### src/rtl/icache_line_refill.sv
// Instruction-cache miss refill engine: bursts one line from memory into the data RAM,
// commits the tag when the burst ends, and sweeps all tags invalid after reset or on flush.
module icache_line_refill #(
   parameter int ADDR_WIDTH = 32,
   parameter int DATA_WIDTH = 32,
   parameter int LINE_BYTES = 32,
   parameter int SET_BITS   = 7,
   localparam int WORDS     = LINE_BYTES / (DATA_WIDTH / 8),
   localparam int OFF_BITS  = $clog2(LINE_BYTES),
   localparam int WORD_BITS = $clog2(WORDS),
   localparam int TAG_BITS  = ADDR_WIDTH - SET_BITS - OFF_BITS
) (
   input  logic                          clk,
   input  logic                          resetn,
   input  logic                          flush_req,
   input  logic                          miss_valid,
   output logic                          miss_ready,
   input  logic [ADDR_WIDTH-1:0]         miss_address,
   output logic                          busy,
   output logic                          mem_cmd_valid,
   input  logic                          mem_cmd_ready,
   output logic [ADDR_WIDTH-1:0]         mem_cmd_address,
   input  logic                          mem_rsp_valid,
   input  logic [DATA_WIDTH-1:0]         mem_rsp_data,
   input  logic                          mem_rsp_error,
   output logic                          data_wr_en,
   output logic [SET_BITS+WORD_BITS-1:0] data_wr_addr,
   output logic [DATA_WIDTH-1:0]         data_wr_data,
   output logic                          tag_wr_en,
   output logic [SET_BITS-1:0]           tag_wr_addr,
   output logic [TAG_BITS+1:0]           tag_wr_data,
   output logic                          refill_done,
   output logic                          refill_error
);

   typedef enum logic [2:0] {FLUSH, IDLE, CMD, FILL, COMMIT} state_t;

   state_t                  state_q, state_d;
   logic [SET_BITS-1:0]     flush_cnt_q, flush_cnt_d;
   logic [WORD_BITS-1:0]    word_cnt_q, word_cnt_d;
   logic                    err_q, err_d;
   logic                    pend_q, pend_d;
   logic [ADDR_WIDTH-1:0]   line_addr_q, line_addr_d;

   logic [SET_BITS-1:0]     line_set;
   logic [TAG_BITS-1:0]     line_tag;

   assign line_set = line_addr_q[OFF_BITS +: SET_BITS];
   assign line_tag = line_addr_q[ADDR_WIDTH-1 -: TAG_BITS];

   always_ff @(posedge clk or negedge resetn) begin
      if (!resetn) begin
         state_q     <= FLUSH;
         flush_cnt_q <= '0;
         word_cnt_q  <= '0;
         err_q       <= 1'b0;
         pend_q      <= 1'b0;
         line_addr_q <= '0;
      end else begin
         state_q     <= state_d;
         flush_cnt_q <= flush_cnt_d;
         word_cnt_q  <= word_cnt_d;
         err_q       <= err_d;
         pend_q      <= pend_d;
         line_addr_q <= line_addr_d;
      end
   end

   // Outputs are decoded from state, but gated by resetn so every output reads 0 while reset is held.
   always_comb begin
      state_d         = state_q;
      flush_cnt_d     = flush_cnt_q;
      word_cnt_d      = word_cnt_q;
      err_d           = err_q;
      pend_d          = pend_q;
      line_addr_d     = line_addr_q;
      miss_ready      = 1'b0;
      busy            = 1'b0;
      mem_cmd_valid   = 1'b0;
      mem_cmd_address = '0;
      data_wr_en      = 1'b0;
      data_wr_addr    = '0;
      data_wr_data    = '0;
      tag_wr_en       = 1'b0;
      tag_wr_addr     = '0;
      tag_wr_data     = '0;
      refill_done     = 1'b0;
      refill_error    = 1'b0;

      if (resetn) begin
         busy = (state_q != IDLE);
         if (flush_req && (state_q == CMD || state_q == FILL || state_q == COMMIT))
            pend_d = 1'b1;

         case (state_q)
            FLUSH: begin
               tag_wr_en   = 1'b1;
               tag_wr_addr = flush_cnt_q;
               flush_cnt_d = flush_cnt_q + 1'b1;
               if (&flush_cnt_q)
                  state_d = IDLE;
            end
            IDLE: begin
               if (flush_req || pend_q) begin
                  state_d     = FLUSH;
                  pend_d      = 1'b0;
                  flush_cnt_d = '0;
               end else begin
                  miss_ready = 1'b1;
                  if (miss_valid) begin
                     line_addr_d = miss_address & ~ADDR_WIDTH'(LINE_BYTES - 1);
                     err_d       = 1'b0;
                     state_d     = CMD;
                  end
               end
            end
            CMD: begin
               mem_cmd_valid   = 1'b1;
               mem_cmd_address = line_addr_q;
               if (mem_cmd_ready) begin
                  word_cnt_d = '0;
                  state_d    = FILL;
               end
            end
            FILL: begin
               if (mem_rsp_valid) begin
                  data_wr_en   = 1'b1;
                  data_wr_addr = {line_set, word_cnt_q};
                  data_wr_data = mem_rsp_data;
                  err_d        = err_q | mem_rsp_error;
                  word_cnt_d   = word_cnt_q + 1'b1;
                  if (word_cnt_q == WORD_BITS'(WORDS - 1))
                     state_d = COMMIT;
               end
            end
            COMMIT: begin
               tag_wr_en    = 1'b1;
               tag_wr_addr  = line_set;
               tag_wr_data  = {line_tag, err_q, 1'b1};
               refill_done  = 1'b1;
               refill_error = err_q;
               state_d      = IDLE;
            end
            default: state_d = FLUSH;
         endcase
      end
   end

endmodule
### config.mk
export PLATFORM = sky130hd
export DESIGN_NAME = icache_line_refill
export DESIGN_NICKNAME = d
export VERILOG_FILES = /design/src/rtl/icache_line_refill.sv
export SDC_FILE = /design/constraint.sdc
export NUM_CORES = 1
export LEC_CHECK = 0
export ABC_AREA = 1
export CAP_MARGIN = 10
export CORE_MARGIN = 2
export CORE_UTILIZATION = 38
export CTS_BUF_LIST = sky130_fd_sc_hd__clkbuf_8
export DETAILED_ROUTE_END_ITERATION = 16
export GPL_TIMING_DRIVEN = 0
export PLACE_DENSITY = 0.84
export SYNTH_ARGS = -nofsm -noshare
export SYNTH_HDL_FRONTEND = slang
export SYNTH_SLANG_ARGS = --single-unit
export TNS_END_PERCENT = 5
### constraint.sdc
create_clock -name clk -period 2.5 [get_ports clk]
set_clock_uncertainty 0.15 [all_clocks]
set_input_delay 0.75 -clock clk [delete_from_list [all_inputs] [get_ports clk]]
set_output_delay 0.75 -clock clk [all_outputs]
set_load 0.02 [all_outputs]
==> After elaboration in Yosys (flattened, before gate mapping) <==
Cells that the tools add are included.
{ "op_classes": {"n_addsub": 2, "n_eq_ne": 14, "muxes": 46, "bitwise": 2, "n_reduce_logical": 15} }
{ "ops": {"columns": ["op", "count"], "rows": [
  ["32-bit two-way mux", 5],
  ["22-bit two-way mux", 2],
  ["10-bit two-way mux", 3],
  ["7-bit one-hot mux with 2 select lines", 2],
  ["3-bit two-way mux", 8],
  ["1-bit two-way mux", 21],
  ["3-bit one-hot mux with 5 select lines", 1],
  ["7-bit two-way mux", 2],
  ["2-bit != test (second input constant)", 6],
  ["4-bit AND reduction", 2],
  ["7-bit by 1-bit adder with 7-bit output (second input constant)", 1],
  ["7-bit AND reduction", 1],
  ["3-bit by 2-bit equality test with 1-bit output (second input constant)", 2],
  ["3-bit equality test (second input constant)", 2],
  ["3-bit one-hot mux with 2 select lines", 1],
  ["6-bit AND reduction", 1],
  ["2-bit nonzero test", 3],
  ["5-bit AND reduction", 1],
  ["3-bit by 1-bit adder with 3-bit output (second input constant)", 1],
  ["3-bit by 1-bit equality test with 1-bit output (second input constant)", 1],
  ["3-bit logical NOT", 1],
  ["1-bit logical OR", 3],
  ["3-bit by 1-bit != test with 1-bit output (second input constant)", 1],
  ["3-bit != test (second input constant)", 1],
  ["7 further kinds", 7]
]} }
{ "word_totals": {"ff_bits": 42, "in_bits": 71, "output_inout_bits": 110, "wordCells": 85} }

==> Depth between registers and ports, before layout <==
{ "logic_depth": {"word_depth": 7, "depth_mapped": 9, "ltp_nobuf": 9} }

==> Least setup slack after synthesis <==
Ideal clock, no wire load.
{ "synth_path": {"path_type": "input to output", "start": "input port resetn", "end": "output port tag_wr_data[1]", "arrival_time_ps": 1766, "required_ps": 1600, "slack_ps": -166, "cell_stages": 5, "n_path_buf": 1, "cell_sequence": "inv_2 > nor2_2 > nand2_2 > nor2_1 > buf_4"} }
{ "synth_via": {"elab_chain_len": 1} }
{ "synth_lines": {"columns": ["element", "line_no", "rtl"], "rows": [
  ["start, declared", "14", "input logic resetn,"],
  ["22-bit two-way mux", "90", "if (resetn) begin"],
  ["end, declared", "31", "output logic [TAG_BITS+1:0] tag_wr_data,"]
]} }
No other way between the ends.

==> Final worst setup path <==
{ "layout_path": {"start": "register state_q[1]", "end": "output port data_wr_data[1]"} }
{ "layout_via": {"elab_chain_len": 3} }
{ "layout_lines": {"columns": ["element", "line_no", "rtl"], "rows": [
  ["start, declared", "38", "state_t state_q, state_d;"],
  ["start signal, assigned", "60", "state_q <= state_d;"],
  ["3-bit by 2-bit equality test with 1-bit output", "95", "case (state_q)"],
  ["32-bit two-way mux", "95", null],
  ["32-bit two-way mux", "90", null],
  ["end, declared", "28", "output logic [DATA_WIDTH-1:0] data_wr_data,"]
]} }
No other way between the ends.

==> flow_summary.json <==
{
  "status": "finished with violations",
  "violations": "setup timing",
  "slew_violations": 0,
  "drt_iter0_drc": 118,
  "grt_start_max_net_pins": 20,
  "crit_chain": "buf_6, nand3_4, inv_2, nand2_2, nor2_4, inv_4, buf_8, nor2_1, buf_4",
  "gr-total-overflow": 0,
  "ys_ff_latch": 42,
  "layout_commonest_cell": "buf_4",
  "port_buffers": 170,
  "placed_cells": 681,
  "initial_core_util_pct": 38.88,
  "fp-row-count": 31,
  "routabilityCongestion": 0.8492,
  "synth.cell_area_um2": 2805,
  "post-route-drc-count": 0,
  "fin_tns_setup_ns": -3.854,
  "io_pins": 181,
  "cap_violations": 0,
  "grt_pass1_vias": 3187,
  "final_nets": 689,
  "finalPower_uw": 3820,
  "hold_ws_ns": 0.07474,
  "coreArea_um2": 7214,
  "hold_path_class": "in2async",
  "cp.depth": 9,
  "n_antenna_cell": 0,
  "final_cells": 715,
  "critPathCaptureType": "output pin",
  "synth.avg_cell_area_um2": 6.892,
  "period_needed_ns": 2.601,
  "setup_ws_ns": -0.1007,
  "die_w_um": 89.92,
  "path_class": "reg2out",
  "drt-pass1-iter-count": 4,
  "p_per_area_nw_per_um2": 740.7,
  "critPathMaxStageDelay_ns": 0.44,
  "required_ns": 1.60,
  "critPathMaxFanout": 10,
  "post-route-period-util_pct": 104.0,
  "crit_family": "buffers and inverters",
  "dp_slack_ns": -0.9139,
  "clkTransAtPathRegs_ns": 0.09,
  "ant_nets": 0,
  "crit_buf_inv": 5,
  "vias_per_cell": 4.663,
  "clock_path_buffers": 2,
  "rsz0062_at_grt": "yes",
  "cts.sink_count": 42,
  "die_y_um": 89.92,
  "leakagePower_uw": 0.002715,
  "via_count": 3334,
  "insertion_delay_ns": 0.30,
  "die_area_um2": 8086,
  "fmax_mhz": 384.5,
  "drt_wl_total_um": 10170,
  "cts_hold_buf": 0,
  "yosys_warnings": 0,
  "slowest_stage": "dfrtp_2",
  "hpwl_um": 6893,
  "ff2ff_path_depth": 8,
  "hold_viol": 0,
  "cts_root_buffer": "clkbuf_8",
  "synth-seq-area-share_pct": 37.47,
  "wl_per_cell_um": 14.23,
  "synthCells": 407,
  "syn2layout_area_growth_pct": 83.85,
  "cts_max_level": 2,
  "finalSetupViolCount": 81,
  "antenna_found_initial": 0,
  "drive_above_1_share_pct": 41.40,
  "start_kind": "flop",
  "cts_inserted_buffers": 5,
  "r2r_end": "state_q[2]",
  "grt_pass1_wl_um": 15460,
  "worstPathArrival_ns": 1.70,
  "peakVddDrop_mv": 0.3888,
  "regToRegSetupSlack_ns": 0.71,
  "cts_tree": "built",
  "track_usage_pct": 23.41,
  "ys_types": 26,
  "r2r_start": "flush_cnt_q[0]",
  "fill_cells": 559,
  "final_cell_mix": "86 x buf_4, 80 x inv_1, 64 x nand2_1, 62 x clkdlybuf4s50_1, 60 x nor2_1"
}
## cell type report
type / count / area [um2] / share of cell area (%)
flip-flops and latches: 42 / 1055 / 20.45
plain buffers: 20 / 210.2 / 4.076
multi-input cells: 261 / 1489 / 28.87
clock inverters: 3 / 41.29 / 0.8006
inverters: 89 / 349.1 / 6.769
clock buffers: 5 / 68.82 / 1.334
well taps: 99 / 123.9 / 2.402
repair buffers: 196 / 1821 / 35.30
## synth_stat cells (all sizes together)
cell,number,area [um2]
nand2,71,284.0
xor2,1,8.760
a31oi,1,6.260
a21oi,3,15.01
ha,3,37.54
o22ai,6,37.54
o21ai,36,266.5
o21bai,1,7.510
dfrtp,42,1051
inv,89,334.1
nor2,109,440.4
nand3,23,132.6
nand4,1,6.260
buf,20,173.9
conb,1,3.750
## power by group
part,internal [uW],switching (uW)
Clock,294,241
Combinational,859,1290
Sequential,977,160
## logic make-up after synthesis
kind of cell    synth area share [%]
buf+inv                        18.11
flops                          37.47
fa+ha+maj                      1.338
simple gates                   30.78
compound gates                 11.86
xor+xnor                      0.3123
other cells                   0.1337
## through the flow
stage                     util, %  instance area (um2)
final                       71.49                 5157
after global routing        71.49                 5157
after CTS                   67.43                 4865
after detailed placement    64.74                 4671
after global placement      64.53                 4656
after floorplan                 -                 2830
## repair_timing
action | 4_1_cts | 5_1_grt
gates resized for setup | 546 | 83
gates cloned | 3 | 1
setup buffers | 12 | 10
endpoints found under the setup margin | 105 | 105
pin swaps | 6 | 5
## layer usage
layer	track usage [%]	wire, um	vias up
met5	0	0	-
met4	8.974	296	0
met3	4.191	611	26
met2	41.04	5333	136
met1	28.71	3933	1551
li1	-	-	1621
## state kept, by name (all words and copies together), names as in the netlist
register and count:
state_q 3, line_addr_q 27, err_q 1, pend_q 1, word_cnt_q 3, flush_cnt_q 7
## worst max-delay path by stage
stage | start | to
2_1_floorplan | resetn | mem_cmd_address[10]
3_3_place_gp | resetn | mem_cmd_address[29]
3_5_place_dp | resetn | mem_cmd_address[29]
4_1_cts | state_q[1] | tag_wr_addr[0]
5_1_grt | state_q[1] | data_wr_addr[0]
6_report | state_q[1] | data_wr_data[1]
No activity file was read; power rests on OpenSTA's default activity.
==> edit 1 (same flow settings) <==
`SET_BITS`: 7 -> 14.
--- a/src/rtl/icache_line_refill.sv
+++ b/src/rtl/icache_line_refill.sv
@@ -4,7 +4,7 @@
    parameter int ADDR_WIDTH = 32,
    parameter int DATA_WIDTH = 32,
    parameter int LINE_BYTES = 32,
-   parameter int SET_BITS   = 7,
+   parameter int SET_BITS   = 14,
    localparam int WORDS     = LINE_BYTES / (DATA_WIDTH / 8),
    localparam int OFF_BITS  = $clog2(LINE_BYTES),
    localparam int WORD_BITS = $clog2(WORDS),
Ports: changed (resized data_wr_addr, tag_wr_addr and tag_wr_data); port bits go from 181 to 188. The function was not compared with the original's and may differ.
==> edit 1 against the unedited design <==
The run still ends with negative setup slack left. Worst setup slack got worse by 0.057 ns. Via count is 20% higher. Sequential cell count rose by 7. Wire length increased by 31%. Cell count increased by 12%. Utilization shrank 0.92 points. Critical path depth is the same. Area after synthesis grew 14%. Cell area is 12% higher. Critical path type unchanged. Critical endpoint is now tag_wr_data[0].
Power is not compared: it rests on default switching activity, and its combinational part moved more than twofold at a synthesized area within 25%.
==> edit 1: results (changes against the unedited design) <==
<table>
<tr><th>Metric</th><th>Value</th></tr>
<tr><th colspan="2">Status</th></tr>
<tr><td>Violations in the final reports</td><td>negative setup slack</td></tr>
<tr><td>Run status</td><td>finished with violations</td></tr>
<tr><th colspan="2">Detailed routing</th></tr>
<tr><td>Overall routed net length</td><td>13300 µm (+31%)</td></tr>
<tr><td>Number of DRC markers in iteration 0</td><td>272 (+130%)</td></tr>
<tr><td>DR vias</td><td>4002 (+20%)</td></tr>
<tr><td>Post-DR vias/cell</td><td>5.00 (+7.1%)</td></tr>
<tr><th colspan="2">Setup path</th></tr>
<tr><td>CP max-delay cell</td><td>sky130_fd_sc_hd__dfrtp_1</td></tr>
<tr><td>Setup slack on the worst flop-to-flop path</td><td>0.56 ns (-0.15 ns)</td></tr>
<tr><td>FF-to-FF path depth</td><td>10 (+2)</td></tr>
<tr><th colspan="2">GRT</th></tr>
<tr><td>GRT Total Usage</td><td>26.6% (+3.2 points)</td></tr>
<tr><td>Number of global-route vias before repair</td><td>3630 (+14%)</td></tr>
<tr><td>First-pass GRT wire length</td><td>18700 µm (+21%)</td></tr>
<tr><th colspan="2">Logic synthesis</th></tr>
<tr><td>Synth unique cells</td><td>24 (-7.7%)</td></tr>
<tr><td>Top post-synthesis cells by area</td><td>sky130_fd_sc_hd__dfrtp_1, sky130_fd_sc_hd__nor2_1, sky130_fd_sc_hd__inv_1</td></tr>
<tr><td>Post-synthesis area per instance</td><td>6.73 µm² (-2.3%)</td></tr>
<tr><th colspan="2">Placement</th></tr>
<tr><td>Number of cells after detailed placement</td><td>764 (+12%)</td></tr>
<tr><td>Final estimated routing congestion in global placement</td><td>0.923 (+8.6%)</td></tr>
<tr><td>Dpl cell area</td><td>0.00520 mm² (+11%)</td></tr>
<tr><td>Input/output buffers</td><td>177 (+4.1%)</td></tr>
<tr><th colspan="2">STA</th></tr>
<tr><td>Setup Total Neg Slack</td><td>-7.94 ns (-4.09 ns)</td></tr>
<tr><td>Crit path setup slack, layout</td><td>-0.157 ns (-0.0568 ns)</td></tr>
<tr><td>Number of failing setup endpoints in the final timing report</td><td>102 (+26%)</td></tr>
<tr><th colspan="2">Clock tree</th></tr>
<tr><td>Post-cts resize count</td><td>615 (+13%)</td></tr>
<tr><td>Setup Buffers After CTS</td><td>11 (-1)</td></tr>
<tr><th colspan="2">Finish</th></tr>
<tr><td>Registers with the most flip-flops</td><td>line_addr_q (27), flush_cnt_q (14)</td></tr>
<tr><td>Fraction of final layout cells with drive strength greater than 1</td><td>38.4% (-3.0 points)</td></tr>
</table>
[edit 1: cell families (layout without fill, tap and decap cells)]
| kind of cell | count (synthesis) | after routing | share of synthesized area (%) |
|---|---|---|---|
| fa+ha+maj | 3 | 3 | 1.17 |
| flops | 49 | 49 | 38.2 |
| simple gates | 244 | 244 | 32.3 |
| xor+xnor | 3 | 3 | 0.819 |
| buf+inv | 118 | 333 | 17.1 |
| other cells | 1 | 5 | 0.117 |
| compound gates | 59 | 59 | 10.2 |
[edit 1: final cells by class]
cell class	instances	area, µm²
buffer	25	269
clock buffer	6	82.6
clock inverter	2	37.5
fill	662	2420
inverter	93	363
multi-input combinational	314	1780
sequential	49	1230
tap	105	131
timing repair buffer	207	1910
[edit 1: per-layer routing]
metal  up-vias  share of wire [%]  GRT usage [%]  wire, µm
met3        29                8.1           4.70      1080
met4         0                2.4           10.7       316
met5         -                  0              0         0
li1       1888                  -              -         -
met1      1881                 36           29.8      4850
met2       204                 53           49.5      7100
==> edit 2 (same settings) <==
Made on the original files. `line_addr_q` no longer has a reset.
--- a/src/rtl/icache_line_refill.sv
+++ b/src/rtl/icache_line_refill.sv
@@ -55,15 +55,17 @@
          word_cnt_q  <= '0;
          err_q       <= 1'b0;
          pend_q      <= 1'b0;
-         line_addr_q <= '0;
       end else begin
          state_q     <= state_d;
          flush_cnt_q <= flush_cnt_d;
          word_cnt_q  <= word_cnt_d;
          err_q       <= err_d;
          pend_q      <= pend_d;
-         line_addr_q <= line_addr_d;
       end
+   end
+
+   always_ff @(posedge clk) begin
+      line_addr_q <= line_addr_d;
    end
 
    // Outputs are decoded from state, but gated by resetn so every output reads 0 while reset is held.
Function: no difference found for any inputs over 10 cycles, from zero or initial values and one cycle with resetn low; that may be too few to reach the edited logic, so the function may still have changed.
==> edit 2 against the unedited design <==
The run still ends with negative setup slack left. Wire length decreased by 0.35%. Sequential share of layout area grew 3.2 points. Sequential cell count is the same. Critical path depth decreased by 2. Cell area decreased by 2.6%. Area after synthesis decreased by 9.7%. Worst setup slack worse by 0.088 ns. Total power shrank 19%. Count of clock-buffer cells in the layout is the same. Critical path type is now in2out. Largest power group unchanged.
==> edit 2: results (changes against the unedited design) <==
<table>
<tr><th>Metric</th><th>Value</th></tr>
<tr><th colspan="2">STA</th></tr>
<tr><td>Number of failing setup endpoints in the final timing report</td><td>92 (+14%)</td></tr>
<tr><td>Crit path setup slack, layout</td><td>-0.189 ns (-0.0883 ns)</td></tr>
<tr><th colspan="2">Power</th></tr>
<tr><td>Clock-net power</td><td>450 µW (-16%)</td></tr>
<tr><td>Peak VDD IR</td><td>0.542 mV (+39%)</td></tr>
<tr><td>Reported leakage power</td><td>2.53 nW (-6.8%)</td></tr>
<tr><td>Power consumed by sequential cells</td><td>975 µW (-14%)</td></tr>
<tr><td>Logic power comb</td><td>1.69 mW (-21%)</td></tr>
<tr><th colspan="2">GRT</th></tr>
<tr><td>Number of global-route vias before repair</td><td>2835 (-11%)</td></tr>
<tr><td>GRT Total Usage</td><td>23.4% (-0.045 points)</td></tr>
<tr><td>First-pass GRT wire length</td><td>13500 µm (-12%)</td></tr>
<tr><th colspan="2">Logic synthesis</th></tr>
<tr><td>Post-synthesis area per instance</td><td>7.24 µm² (+5.0%)</td></tr>
<tr><td>Synth unique cells</td><td>27 (+3.8%)</td></tr>
<tr><th colspan="2">Placement</th></tr>
<tr><td>Sum of net half-perimeters after detailed placement</td><td>6750 µm (-2.1%)</td></tr>
<tr><td>Final estimated routing congestion in global placement</td><td>0.868 (+2.2%)</td></tr>
<tr><th colspan="2">Finish</th></tr>
<tr><td>Number of combinational gates with multiple inputs</td><td>207 (-21%)</td></tr>
<tr><td>Sequential cell area share</td><td>23.7% (+3.2 points)</td></tr>
<tr><td>Fill cell count</td><td>421 (-25%)</td></tr>
<tr><td>Finished Layout Cells</td><td>634 (-11%)</td></tr>
<tr><td>Area used by multi-input combinational logic</td><td>0.00125 mm² (-16%)</td></tr>
<tr><td>Final clock-cell share</td><td>1.72% (-0.42 points)</td></tr>
<tr><th colspan="2">Setup path</th></tr>
<tr><td>Worst reg2reg path endpoint</td><td>line_addr_q[11]</td></tr>
<tr><td>Setup slack on the worst flop-to-flop path</td><td>0.19 ns (-0.52 ns)</td></tr>
<tr><td>Last element of the critical path</td><td>mem_cmd_address[20]</td></tr>
<tr><td>Largest driver fanout on the critical path</td><td>6 (-4)</td></tr>
<tr><th colspan="2">Status</th></tr>
<tr><td>Run status</td><td>finished with violations</td></tr>
<tr><td>Violations in the final reports</td><td>negative setup slack</td></tr>
<tr><th colspan="2">Detailed routing</th></tr>
<tr><td>Wire per inst</td><td>16.0 µm (+12%)</td></tr>
<tr><td>Number of optimization iterations in the first detailed-route pass</td><td>6 (+2)</td></tr>
</table>
## edit 2: changes by cell type after synthesis, sizes merged
cell / delta
buf: -5
clkbuf: +1
dfrtp: -27
edfxtp: +27
nand2: -21
nand3: -7
nand3b: +1
nand4: +1
nor2: +1
o2111ai: +1
o21ai: -28
o21bai: -1
o22ai: -1
o32ai: +1
## edit 2: through the flow
step	util [%]	instance area, µm²
detailed placement	68.3	4360
finish	78.6	5020
CTS	68.9	4400
global route	78.6	5020
floorplan	-	2550
global placement	68.1	4350
## edit 2: critical path, delay by kind of cell
family	cells	cell delay (ns)
simple gates	2	0.30
buf+inv	5	0.73
## edit 2: per-layer routing
layer  routed length, µm  track usage [%]
met4                 176             4.62
met3                 808             6.93
met2                5520             42.8
met1                3630             27.0
met5                   0                0
## edit 2: timing repair
| item | CTS | global route |
|---|---|---|
| gates cloned | 1 | 3 |
| setup buffers | 10 | 10 |
| hold buffers | 0 | 0 |
| resized for setup | 553 | 146 |
| pin swaps | 6 | 5 |
| setup endpoints to repair | 139 | 121 |
